[src/rtl/xreg_operand_reader.sv]
// Operand reader: resolves two source registers (with write-port bypass),
// stalls on scoreboard hazards, and holds the result in a one-entry output register.
module xreg_operand_reader #(
    parameter int DATA_W = 32,
    parameter int NREG   = 16,
    parameter int IDX_W  = 4
) (
    input  logic                        clk,
    input  logic                        rstn,
    input  logic                        req_valid,
    output logic                        req_ready,
    input  logic [IDX_W-1:0]            req_rs1,
    input  logic [IDX_W-1:0]            req_rs2,
    input  logic [IDX_W-1:0]            req_rd,
    input  logic                        req_rd_pend,
    input  logic [NREG-1:0][DATA_W-1:0] x,
    input  logic                        wreq,
    input  logic [IDX_W-1:0]            windex,
    input  logic [DATA_W-1:0]           wdata,
    output logic                        rsp_valid,
    input  logic                        rsp_ready,
    output logic [DATA_W-1:0]           rsp_op1,
    output logic [DATA_W-1:0]           rsp_op2,
    output logic [IDX_W-1:0]            rsp_rd,
    output logic [NREG-1:0]             pend
);

    logic [DATA_W-1:0] op1_p0;
    logic [DATA_W-1:0] op2_p0;
    logic              haz1_p0;
    logic              haz2_p0;
    logic              accept_p0;
    logic              complete_p0;
    logic              vld_p1;
    logic [DATA_W-1:0] op1_p1;
    logic [DATA_W-1:0] op2_p1;
    logic [IDX_W-1:0]  rd_p1;
    logic [NREG-1:0]   pend_q;
    logic [NREG-1:0]   pend_next;

    function automatic logic [DATA_W-1:0] resolve(
        input logic [IDX_W-1:0]            idx,
        input logic [NREG-1:0][DATA_W-1:0] regs,
        input logic                        wr_en,
        input logic [IDX_W-1:0]            wr_idx,
        input logic [DATA_W-1:0]           wr_data
    );
        if (idx == '0)
            return '0;
        else if (wr_en && wr_idx == idx)
            return wr_data;
        else
            return regs[idx];
    endfunction

    // A pending source is not a hazard if its write lands this very cycle.
    function automatic logic hazard(
        input logic [IDX_W-1:0] idx,
        input logic [NREG-1:0]  pmask,
        input logic             wr_en,
        input logic [IDX_W-1:0] wr_idx
    );
        return (idx != '0) && pmask[idx] && !(wr_en && wr_idx == idx);
    endfunction

    // Stage p0: combinational operand resolution and handshake.
    always_comb begin
        op1_p0      = resolve(req_rs1, x, wreq, windex, wdata);
        op2_p0      = resolve(req_rs2, x, wreq, windex, wdata);
        haz1_p0     = hazard(req_rs1, pend_q, wreq, windex);
        haz2_p0     = hazard(req_rs2, pend_q, wreq, windex);
        req_ready   = (!vld_p1 || rsp_ready) && !haz1_p0 && !haz2_p0;
        accept_p0   = req_valid && req_ready;
        complete_p0 = vld_p1 && rsp_ready;
    end

    // Clear on write first so a same-edge set of the same index wins.
    always_comb begin
        pend_next = pend_q;
        if (wreq)
            pend_next[windex] = 1'b0;
        if (accept_p0 && req_rd_pend && req_rd != '0)
            pend_next[req_rd] = 1'b1;
        pend_next[0] = 1'b0;
    end

    // Stage p1: output register and scoreboard.
    always_ff @(posedge clk or negedge rstn) begin
        if (!rstn) begin
            vld_p1 <= 1'b0;
            op1_p1 <= '0;
            op2_p1 <= '0;
            rd_p1  <= '0;
            pend_q <= '0;
        end else begin
            pend_q <= pend_next;
            if (accept_p0) begin
                vld_p1 <= 1'b1;
                op1_p1 <= op1_p0;
                op2_p1 <= op2_p0;
                rd_p1  <= req_rd;
            end else if (complete_p0) begin
                vld_p1 <= 1'b0;
            end
        end
    end

    assign rsp_valid = vld_p1;
    assign rsp_op1   = op1_p1;
    assign rsp_op2   = op2_p1;
    assign rsp_rd    = rd_p1;
    assign pend      = pend_q;

endmodule

[config.mk]
export PLATFORM = sky130hd
export DESIGN_NAME = xreg_operand_reader
export DESIGN_NICKNAME = d
export VERILOG_FILES = /design/src/rtl/xreg_operand_reader.sv
export SDC_FILE = /design/constraint.sdc
export NUM_CORES = 1
export LEC_CHECK = 0
export CAP_MARGIN = 10
export CORE_AREA = 8 8 248 250
export DETAILED_ROUTE_END_ITERATION = 12
export DIE_AREA = 0 0 256 258
export DONT_BUFFER_PORTS = 1
export HOLD_SLACK_MARGIN = 0.05
export PLACE_DENSITY = 0.41
export SETUP_SLACK_MARGIN = 0.02
export SYNTH_ARGS = -nofsm -noshare
export SYNTH_HDL_FRONTEND = slang
export SYNTH_SLANG_ARGS = --single-unit
[constraint.sdc]
create_clock -name clk -period 3.75 [get_ports clk]
set_clock_uncertainty 0.2 [all_clocks]
set_input_delay 0.375 -clock clk [delete_from_list [all_inputs] [get_ports clk]]
set_output_delay 0.375 -clock clk [all_outputs]
set_load 0.05 [all_outputs]
[Word-level counts from Yosys, hierarchy flattened]
Cells that the tools add are included.
Word-level totals
  output and inout bits: 86
  memories kept: 0
  flip-flop bits (word level): 84
  bits of input ports: 566
  RAM bits: 0
  bits in latches: 0
  word-level logic and storage cells: 62
  bits in read-only memories: 0
Operators by class
  multiplexer cells: 20
  divide/modulo/power cells: 0
  reductions and logical operators: 26
  add/sub/neg operators: 0
  multipliers: 0
  order comparisons: 6
  shifts and indexed selects: 0
  bitwise logic cells: 3
  equal/unequal tests: 2
Operators by type and width (count)
  32-bit binary-select mux with 4-bit select: 2
  32-bit two-way mux: 6
  16-bit two-way mux: 2
  4-bit by 5-bit < comparator with 1-bit output (second input constant): 4
  16-bit AND: 1
  16-bit inverter: 1
  16-bit OR: 1
  1-bit logical AND: 14
  4-bit nonzero test: 3
  1-bit binary-select mux with 4-bit select: 2
  1-bit demux with 4-bit select: 2
  4-bit equality test: 2
  4-bit by 1-bit >= comparator with 1-bit output (second input constant): 2
  4-bit logical NOT: 2
  1-bit two-way mux: 6
  1-bit logical NOT: 5
  2-bit nonzero test: 1
  1-bit logical OR: 1

[Longest topological paths before layout]
Gate-level depths: netlist (run 1).
  depth in word-level cells: 11
  gate-level depth with buffers: 11
  gate-level depth less buffers: 6

[Worst setup path before layout (run 1)]
OpenSTA, ideal clock, no wires.
  path kind: register to output
  start point: reg pend_q[5] (netlist: pend[5])
  end point: out req_ready
  stages on the path, launching flop included: 7
  path slack: 1.042 ns
  arrival: 2.133 ns
  required time: 3.175 ns
  path buffers: 1
  path through: dfrtp_1 mux4_2 nor2b_1 o32ai_1 a22o_1 clkbuf_1 inv_1
On the way
  word-level cells in the longest chain between the ends: 7
  elaborated cells between the ends (all ways): 12
  classes of those cells: mux: 4; reduce/logical: 8
RTL lines
  start: declaration: line 38  | logic [NREG-1:0] pend_q;
  start signal: assignment: line 96  | pend_q <= pend_next;
  1-bit binary-select mux with 4-bit select: line 63  | return (idx != '0) && pmask[idx] && !(wr_en && wr_idx == idx);
  1-bit two-way mux (not written as such): line 63
  1-bit logical AND (2 in a row): line 63
  1-bit logical NOT: line 72  | req_ready = (!vld_p1 || rsp_ready) && !haz1_p0 && !haz2_p0;
  1-bit logical AND: line 72
  1-bit logical AND (*): line 72
  end: declaration: line 11  | output logic req_ready,
Every way passes the cells marked *; elsewhere a longest branch is shown, timed or not. The select of a mux whose other input is x is not followed.

[Worst setup path after layout (run 1)]
  start point: reg pend_q[7] (netlist: pend[7])
  end point: reg pend_q[3] (netlist: pend[3])
On the way
  word-level cells in the longest chain between the ends: 11
  elaborated cells between the ends (all ways): 16
  classes of those cells: mux: 5; reduce/logical: 11
RTL lines
  1-bit binary-select mux with 4-bit select: line 63
  1-bit two-way mux (not written as such): line 63
  1-bit logical AND (2 in a row): line 63
  1-bit logical NOT: line 72
  1-bit logical AND: line 72
  1-bit logical AND (*): line 72
  1-bit logical AND (*): line 73  | accept_p0 = req_valid && req_ready;
  1-bit logical AND (*) (2 in a row): line 82  | if (accept_p0 && req_rd_pend && req_rd != '0)
  16-bit two-way mux (*): line 82
  net pend_next[3]: line 39  | logic [NREG-1:0] pend_next;
The timed path passes the listed nets; every way through them passes the cells marked *. The select of a mux whose other input is x is not followed.
A chain may end at the register's enable or synchronous reset.

==> reports/results.tsv, run 1 <==
stage	metric	value	unit
power_and_ir_drop	combinational power share	29.2	%
drt	Routed WL per cell	35.4	um
floorplan	DIE WIDTH	256	um
critical_path	Critical Path Fanout Max	15	
power_and_ir_drop	Int Power	2.64	mW
timing	final hold violations	0	
critical_path	CP arrival	3170	ps
power_and_ir_drop	clock power share	18.4	%
floorplan	Top Ports	652	
logic_synthesis	ys flop type	dfrtp_1	
cts	clk sinks	84	
critical_path	cell family with most CP delay	buffers and inverters	
critical_path	max incr delay on CP	610	ps
power_and_ir_drop	Max rail drop VDD	0.000204	V
logic_synthesis	EDFF count, synth	0	
drt	detailed-route via count	10500	
grt	first-pass GRT wire length	85.5	mm
floorplan	Die Footprint	66000	sq um
critical_path	RR Startpoint	pend[7]$_DFF_PN0_	
critical_path	Setup CP Type	reg -> reg	
cts	Clk Tree Root Cell	clkbuf_16	
timing	hold slack	89.8	ps
logic_synthesis	synthesized area	12400	sq um
logic_synthesis	Seq/Total Area, Yosys	16.9	%
timing	final setup violation count	0	
logic_synthesis	cell taking the most area after synthesis	mux4_2	
cts	TritonCTS clock tree	done	
drt	final antenna-violating net count	0	
timing	RSZ-0062 raised after global routing	false	
floorplan	Die H	258	um
critical_path	CP Launch Type	register	
timing	Slew Limit Fails	0	
logic_synthesis	Cells after Synth	1025	
power_and_ir_drop	total power	5.17	mW
cts	Worst-Skew Late Latency	380	ps
logic_synthesis	fraction of registers with async set/reset	100	%
run	Max-Cap Viols	0	
floorplan	Rows	88	
grt	vias in the first global route	11100	
critical_path	Cell Chain, Critical Path	mux4_2, nor2b_1, o32ai_1, a22o_1, buf_4, o41ai_1, dlygate4sd3_1	
floorplan	core area	57400	sq um
finish	Ant. Diodes	0	
grt	largest net degree at the start of global routing	137	
cts	CTS H-Tree Depth	3	
grt	gr ovfl total	0	
timing	Slew @ Worst Pin	824	ps
logic_synthesis	synth unique cells	46	
timing	TNS Setup	0	ps
grt	Total Routing Usage GR	17.4	%
placement	dpl hpwl	44.7	mm
finish	post-layout util	23.4	%
power_and_ir_drop	LEAKAGE	4.40	nW
drt	DR pass1 iterations	5	
finish	Nets	1498	
logic_synthesis	top-area cell type share of the netlist area	46.9	%
hold_path	min-delay worst type	in -> reg	
power_and_ir_drop	power per cell area	386	nW/um^2
logic_synthesis	top post-synthesis cells by area	mux4_2 (47%), dfrtp_1 (17%), mux2_2 (5.5%)	
placement	# port buffers	0	
status	status	completed	
logic_synthesis	Synth Net Count	1591	
finish	share of post-route cells with drive strength above 1	42.9	%
hold_path	min-delay src	req_rd_pend	
cts	Post-CTS Setup Inserts	0	
logic_synthesis	yosys warns	0	
cts	Longest Clk Path Bufs	2	
drt	drt total wl	60.3	mm
logic_synthesis	#FFs+latches synth	84	
timing	fmax	0.329	GHz
logic_synthesis	Syn Area/Cell	12.1	sq um
placement	pre-CTS setup slack	970	ps
power_and_ir_drop	switching share of power	49.0	%
timing	fin crit period	3040	ps
critical_path	CP startpoint	pend[7]$_DFF_PN0_	
power_and_ir_drop	Seq pwr share	52.3	%
timing	slew margin rel.	45.1	%
timing	setup ws final	708	ps
critical_path	Slowest cell on crit path	dfrtp_1	
power_and_ir_drop	switching power of the nets	2.53	mW
critical_path	Worst EP required	3870	ps
timing	crit share post-route	81.1	%
grt	initial antenna violation count	1	
cts	clock-pin slew on the worst setup and hold paths	90	ps
drt	DR DRC count	0	
drt	drt initial violations	988	
finish	synth-to-layout area growth	7.79	%
drt	via/cell ratio	6.15	
critical_path	WP buf/inv	2	
cts	CTS Buf Count	9	
critical_path	Critical Path Sink Type	register	
placement	Final GP Congestion	0.827	
floorplan	Starting Density	21.7	%
==> layer usage <==
| layer | wire length (um) | vias to the layer above | global-route usage (%) | share of wire (%) |
|---|---|---|---|---|
| met3 | 6070 | 63 | 5.73 | 10 |
| met4 | 1070 | 2 | 4.46 | 1.8 |
| met5 | 13 | - | 0 | 0.022 |
| met1 | 22300 | 5640 | 20.4 | 37 |
| met2 | 30800 | 645 | 30.3 | 51 |
| li1 | - | 4120 | - | - |
==> power by group through the flow <==
stage	registers [mW]	clock network [mW]	logic, mW
after floorplan	2.52	0	1.37
after global placement	2.74	0	1.47
after detailed placement	2.74	0	1.47
after CTS	2.72	1.02	1.53
after global routing	2.75	1.05	1.62
final	2.71	0.952	1.51
==> cell usage in the layout (no fill, tap or decap), types with 9 or more instances in the layout <==
master,instances
buf_4,12
a211oi_1,32
a22oi_1,31
clkbuf_16,9
nor2b_1,34
nand3_1,33
mux4_2,259
dfrtp_1,84
o21ai_0,16
a21oi_1,66
mux2_4,9
dlygate4sd3_1,10
o31ai_1,12
mux2_2,61
a31o_2,31
mux2i_1,39
nand2_1,104
a211o_1,32
==> state kept, by name, summed over array words and instances (netlist names) <==
register and count:
rsp_op2 32, rsp_op1 32, rsp_rd 4, pend 15, rsp_valid 1
==> Yosys cell counts (2+ instances only) <==
| master | instances |
|---|---|
| a211o_1 | 32 |
| a211oi_1 | 32 |
| a21oi_1 | 66 |
| a221o_1 | 2 |
| a22oi_1 | 31 |
| a31o_2 | 31 |
| buf_1 | 2 |
| buf_2 | 41 |
| buf_4 | 14 |
| buf_6 | 4 |
| clkbuf_1 | 69 |
| dfrtp_1 | 84 |
| inv_1 | 4 |
| mux2_2 | 61 |
| mux2_4 | 9 |
| mux2i_1 | 39 |
| mux4_2 | 259 |
| nand2_1 | 104 |
| nand2b_1 | 6 |
| nand3_1 | 33 |
| nand3b_1 | 2 |
| nor2_1 | 6 |
| nor2b_1 | 35 |
| nor4_1 | 2 |
| nor4_2 | 2 |
| o21ai_0 | 16 |
| o31ai_1 | 12 |
| o41ai_1 | 3 |
| xnor2_1 | 2 |
| xor2_1 | 6 |
==> cell type report <==
class | instances | area, sq um
multi-input combinational | 807 | 9750
clock inverter | 7 | 73.8
clock buffer | 9 | 225
fill | 6110 | 44000
inverter | 4 | 15.0
timing repair buffer | 26 | 278
sequential | 84 | 2100
tap | 765 | 957
==> stage by stage <==
stage                     instance area [sq um]  std cells
after detailed placement                  13000       1675
after global placement                    13000       1675
final                                     13400       1702
after CTS                                 13400       1702
after global routing                      13400       1702
after floorplan                           12400       1025
==> cell families (layout without fill, tap and decap cells) <==
logic type | count (synthesis) | in the layout | share of synthesized area (%)
xor+xnor | 8 | 8 | 0.563
mux | 368 | 368 | 56.6
simple gates | 197 | 197 | 7.58
other cells | 1 | 1 | 0.0302
compound gates | 233 | 233 | 13.2
flops | 84 | 84 | 16.9
buf+inv | 134 | 46 | 5.12
==> worst register-to-register path, cell delays in order (launching register included) <==
cell	delay, ps
dfrtp_1	610
mux4_2	560
nor2b_1	130
o32ai_1	120
a22o_1	270
buf_4	200
o41ai_1	320
dlygate4sd3_1	590
==> path summary, 6_finish.rpt <==
kind / cells after the start / slack (ps) / endpoint
min in group asynchronous: 2 / 370 / pend[11]$_DFF_PN0_
max: 7 / 710 / pend[3]$_DFF_PN0_
min reg2reg: 2 / 420 / pend[5]$_DFF_PN0_
min: 2 / 90 / pend[15]$_DFF_PN0_
max in group asynchronous: 2 / 2560 / rsp_op1[14]$_DFFE_PN0P_
max reg2reg: 7 / 710 / pend[3]$_DFF_PN0_
==> what timing repair did <==
action / CTS / global route
hold buffers: 11 / 0
resized for setup: 0 / 0
hold endpoints to repair: 103 / 0
Note: power is estimated with default switching activity, not from simulation.
==> run 2: changes to the inputs <==
==> constraint.sdc (replaced) <==
create_clock -name clk -period 3 [get_ports clk]
set_clock_uncertainty 0.2 [all_clocks]
set_input_delay 0.3 -clock clk [delete_from_list [all_inputs] [get_ports clk]]
set_output_delay 0.3 -clock clk [all_outputs]
set_load 0.05 [all_outputs]
==> reports/results.tsv, run 2 (synthesis results as in run 1) <==
stage	metric	value	unit
floorplan	Die Footprint	66000	sq um
timing	Slew @ Worst Pin	672	ps
timing	slew margin rel.	55.0	%
run	Max-Cap Viols	0	
critical_path	max incr delay on CP	600	ps
critical_path	Critical Path Sink Type	register	
drt	via/cell ratio	6.02	
drt	drt initial violations	871	
grt	first-pass GRT wire length	85.5	mm
floorplan	Rows	88	
timing	setup ws final	208	ps
cts	clk sinks	84	
critical_path	CP arrival	2900	ps
drt	Routed WL per cell	34.6	um
cts	clock-pin slew on the worst setup and hold paths	70	ps
timing	final hold violations	0	
critical_path	Setup CP Type	reg -> reg	
grt	initial antenna violation count	2	
status	status	completed	
floorplan	Starting Density	21.7	%
grt	largest net degree at the start of global routing	137	
critical_path	Critical Path Fanout Max	16	
drt	drt total wl	60.6	mm
power_and_ir_drop	total power	6.59	mW
critical_path	Slowest cell on crit path	dlygate4sd3_1	
finish	commonest cells after routing, fill and taps aside	mux4_2 (259), nand2_1 (104), dfrtp_1 (84), a21oi_1 (66), mux2_2 (61)	
cts	Clk Tree Root Cell	clkbuf_16	
drt	final antenna-violating net count	0	
timing	final setup violation count	0	
power_and_ir_drop	LEAKAGE	4.62	nW
floorplan	core area	57400	sq um
critical_path	Worst EP required	3110	ps
placement	# port buffers	0	
finish	share of post-route cells with drive strength above 1	42.2	%
drt	DR pass1 iterations	5	
placement	dpl hpwl	45.0	mm
floorplan	DIE WIDTH	256	um
drt	detailed-route via count	10600	
grt	routing usage on met2	30.2	%
finish	most common cell after layout, fill and taps aside	mux4_2	
drt	DR DRC count	0	
timing	hold slack	86.7	ps
timing	RSZ-0062 raised after global routing	false	
power_and_ir_drop	Max rail drop VDD	0.000254	V
timing	TNS Setup	0	ps
finish	Nets	1548	
timing	Slew Limit Fails	0	
finish	Fillers	6152	
cts	TritonCTS clock tree	done	
grt	grt peak-use layer	met2	
critical_path	CP Launch Type	register	
timing	fmax	0.358	GHz
timing	fin crit period	2790	ps
critical_path	Cell Chain, Critical Path	buf_4, mux4_2, nand2b_1, a21oi_1, a22o_2, o41ai_1, dlygate4sd3_1	
grt	Global Route met1 Usage	20.0	%
cts	CTS Buf Count	9	
finish	synth-to-layout area growth	11.7	%
floorplan	Top Ports	652	
placement	pre-CTS setup slack	442	ps
grt	Total Routing Usage GR	17.4	%
placement	Final GP Congestion	0.825	
cts	Worst-Skew Late Latency	380	ps
cts	Longest Clk Path Bufs	2	
cts	CTS H-Tree Depth	3	
grt	gr ovfl total	0	
hold_path	min-delay worst type	in -> reg	
grt	M3 GR Usage	5.90	%
power_and_ir_drop	power per cell area	475	nW/um^2
timing	crit share post-route	93.1	%
floorplan	Die H	258	um
grt	vias in the first global route	11300	
[run 2: changes by cell type in the layout (fill, tap and decap cells not counted)]
cell           before  now
buf_12              3    4
dlygate4sd3_1      10   46
a22o_1              1    0
a22o_2              0    1
buf_4              12   25
diode_2             0    1
[run 2: worst max-delay path, delay by kind of cell, from the launching register on]
kind / cells / cell delay [ps]
AOI/OAI and AO/OA: 3 / 770
buffers and inverters: 2 / 800
and+or+nand+nor: 1 / 100
muxes: 1 / 470
DFF: 1 / 390
[run 2: final timing paths]
check	startpoint	end	slack [ps]	cells after the start
max in group asynchronous	rstn	rsp_op2[12]$_DFFE_PN0P_	1880	2
min	wdata[8]	rsp_op2[8]$_DFFE_PN0P_	90	3
min in group asynchronous	rstn	rsp_rd[0]$_DFFE_PN0P_	310	2
max reg2reg	pend[6]$_DFF_PN0_	pend[3]$_DFF_PN0_	210	7
max	pend[6]$_DFF_PN0_	pend[3]$_DFF_PN0_	210	7
min reg2reg	rsp_valid$_DFFE_PN0P_	rsp_valid$_DFFE_PN0P_	380	2
[run 2: where the power goes]
group	internal, mW	switching [mW]	total, mW
registers	1.50	1.74	3.24
logic	1.29	0.850	2.14
clock network	0.591	0.612	1.20
[run 2: area by class of cell]
cell class                 count  area [sq um]  area share, %
tap                          765           957           6.89
timing repair buffer          76           756           5.44
clock inverter                 7          73.8          0.532
clock buffer                   9           225           1.62
antenna                        1          2.50         0.0180
sequential                    84          2100           15.1
multi-input combinational    807          9760           70.2
inverter                       4          15.0          0.108
[run 2: per-stage QoR]
step | std cells | util [%] | cell area, sq um
final | 1753 | 24.2 | 13900
after floorplan | 1025 | - | 12400
after global routing | 1752 | 24.2 | 13900
after global placement | 1689 | 22.8 | 13100
after detailed placement | 1689 | 22.8 | 13100
after CTS | 1752 | 24.2 | 13900
[run 2: layer usage]
layer,wire length (um),vias to the layer above
li1,-,4213
met1,21800,5583
met2,30900,655
met3,6170,103
met4,1700,0
met5,0,-
[run 2: timing repair]
action	in CTS	in global routing
endpoints found under the hold margin	155	0
setup endpoints to repair	0	2
buffers inserted	0	0
hold buffers	47	0
resized for setup	0	1
==> run 3: changes to the inputs <==
--- a/config.mk
+++ b/config.mk
@@ -7,6 +7,7 @@
 export LEC_CHECK = 0
 export CAP_MARGIN = 10
 export CORE_AREA = 8 8 248 250
+export CTS_CLUSTER_DIAMETER = 30
 export DETAILED_ROUTE_END_ITERATION = 12
 export DIE_AREA = 0 0 256 258
 export DONT_BUFFER_PORTS = 1
==> constraint.sdc (replaced) <==
create_clock -name clk -period 2.75 [get_ports clk]
set_clock_uncertainty 0.2 [all_clocks]
set_input_delay 0.275 -clock clk [delete_from_list [all_inputs] [get_ports clk]]
set_output_delay 0.275 -clock clk [all_outputs]
set_load 0.05 [all_outputs]
==> reports/results.tsv, run 3 (synthesis results as in run 1) <==
stage	metric	value	unit
status	status	completed	
drt	Routed WL per cell	34.6	um
critical_path	CP arrival	2690	ps
finish	commonest cells after routing, fill and taps aside	mux4_2 (259), nand2_1 (104), dfrtp_1 (84), a21oi_1 (66), mux2_2 (61)	
cts	CTS Buf Count	9	
floorplan	Die Footprint	66000	sq um
power_and_ir_drop	Int Power	3.79	mW
power_and_ir_drop	Seq pwr share	48.7	%
drt	via/cell ratio	6.01	
cts	Post-CTS Setup Inserts	0	
finish	Nets	1559	
power_and_ir_drop	switching share of power	48.0	%
placement	Final GP Congestion	0.820	
critical_path	CP Launch Type	register	
timing	Slew Limit Fails	0	
timing	fmax	0.380	GHz
placement	dpl hpwl	45.0	mm
finish	synth-to-layout area growth	13.0	%
critical_path	Setup CP Type	reg -> reg	
critical_path	Critical Path Sink Type	register	
drt	drt total wl	61.0	mm
grt	initial antenna violation count	0	
finish	most common cell after layout, fill and taps aside	mux4_2	
timing	final setup violation count	0	
cts	Clk Tree Root Cell	clkbuf_16	
drt	detailed-route via count	10600	
power_and_ir_drop	power per cell area	518	nW/um^2
finish	post-layout util	24.5	%
cts	TritonCTS clock tree	done	
power_and_ir_drop	Max rail drop VDD	0.000264	V
timing	Slew @ Worst Pin	617	ps
cts	clk sinks	84	
timing	TNS Setup	0	ps
floorplan	core area	57400	sq um
grt	Total Routing Usage GR	17.5	%
drt	DR pass1 iterations	7	
run	Max-Cap Viols	0	
placement	# port buffers	0	
placement	dpl cell area	13100	sq um
power_and_ir_drop	LEAKAGE	4.70	nW
hold_path	min-delay worst type	in -> reg	
power_and_ir_drop	combinational power share	32.6	%
power_and_ir_drop	clock power share	18.7	%
timing	crit share post-route	95.7	%
drt	DR DRC count	0	
drt	drt initial violations	1019	
cts	Longest Clk Path Bufs	2	
floorplan	Top Ports	652	
floorplan	DIE WIDTH	256	um
finish	share of post-route cells with drive strength above 1	42.6	%
cts	Worst-Skew Late Latency	380	ps
timing	slew margin rel.	58.8	%
finish	Design Area, Final	14100	sq um
grt	gr ovfl total	0	
power_and_ir_drop	total power	7.28	mW
timing	final hold violations	0	
power_and_ir_drop	switching power of the nets	3.49	mW
floorplan	Rows	88	
critical_path	Critical Path Fanout Max	25	
critical_path	Worst EP required	2800	ps
cts	clock-pin slew on the worst setup and hold paths	70	ps
cts	CTS H-Tree Depth	3	
timing	RSZ-0062 raised after global routing	false	
floorplan	Starting Density	21.7	%
grt	largest net degree at the start of global routing	137	
drt	final antenna-violating net count	0	
floorplan	Die H	258	um
grt	first-pass GRT wire length	86.0	mm
timing	fin crit period	2630	ps
grt	vias in the first global route	11300	
## run 3: cell count changes in the layout (fill, tap and decap cells not counted), sizes merged
cell	change
dlygate4sd3	+6
buf	+3
a22o	+1
bufinv	+1
clkinv	-1
clkinvlp	+1
dlymetal6s4s	+1
inv	-1
## run 3: final timing paths
path	start	end	slack, ps	cells after the start
max in group asynchronous	rstn	rsp_op2[16]$_DFFE_PN0P_	1660	2
worst min-delay path	wdata[15]	rsp_op2[15]$_DFFE_PN0P_	80	3
worst min register to register	pend[7]$_DFF_PN0_	pend[7]$_DFF_PN0_	380	2
worst max register to register	pend[13]$_DFF_PN0_	rsp_op2[8]$_DFFE_PN0P_	120	8
min in group asynchronous	rstn	rsp_valid$_DFFE_PN0P_	270	2
worst max-delay path	pend[13]$_DFF_PN0_	rsp_op2[8]$_DFFE_PN0P_	120	8
## run 3: repair_timing
item	4_1_cts	5_1_grt
gates cloned	0	1
endpoints found under the setup margin	1	4
pin swaps	0	1
hold endpoints to repair	163	0
gates resized for setup	1	7
hold buffers	54	0
## run 3: critical path, stage by stage, from the launching register on
cell and delay, ps:
dfrtp_1 340, buf_4 220, mux2i_1 100, o2111ai_1 190, a21oi_1 60, a21oi_1 340
a221o_4 260, buf_4 360, mux2_2 390
## run 3: power groups by stage
| stage | logic (mW) | clock network (mW) | registers [mW] |
|---|---|---|---|
| 2_1_floorplan | 1.87 | 0 | 3.44 |
| 3_3_place_gp | 2.24 | 0 | 3.59 |
| 3_5_place_dp | 2.24 | 0 | 3.60 |
| 4_1_cts | 2.38 | 1.46 | 3.57 |
| 5_1_grt | 2.54 | 1.48 | 3.61 |
| 6_report | 2.38 | 1.36 | 3.54 |
## run 3: metrics by stage
stage	std cells	hold slack [ps]	worst slack, ps
2_1_floorplan	1025	-221	128
6_report	1764	80.1	118
3_3_place_gp	1692	-215	272
4_1_cts	1762	55.4	107
3_5_place_dp	1692	-216	280
5_1_grt	1763	84.2	27.2
## run 3: cell type report
class,count,area (sq um)
Timing Repair Buffer,86,863
Clock inverter,7,81.3
Sequential cell,84,2100
Fill cell,6081,43300
Inverter,4,15.0
Multi-Input combinational cell,808,9800
Antenna cell,1,2.50
Clock buffer,9,225
Tap cell,765,957
## run 3: routing by layer
metal | vias to the layer above | wire, um | track usage (%)
met5 | - | 0 | 0
met4 | 0 | 1260 | 4.52
met3 | 74 | 6010 | 5.86
met2 | 613 | 31500 | 31.2
met1 | 5673 | 22300 | 19.9
li1 | 4236 | - | -
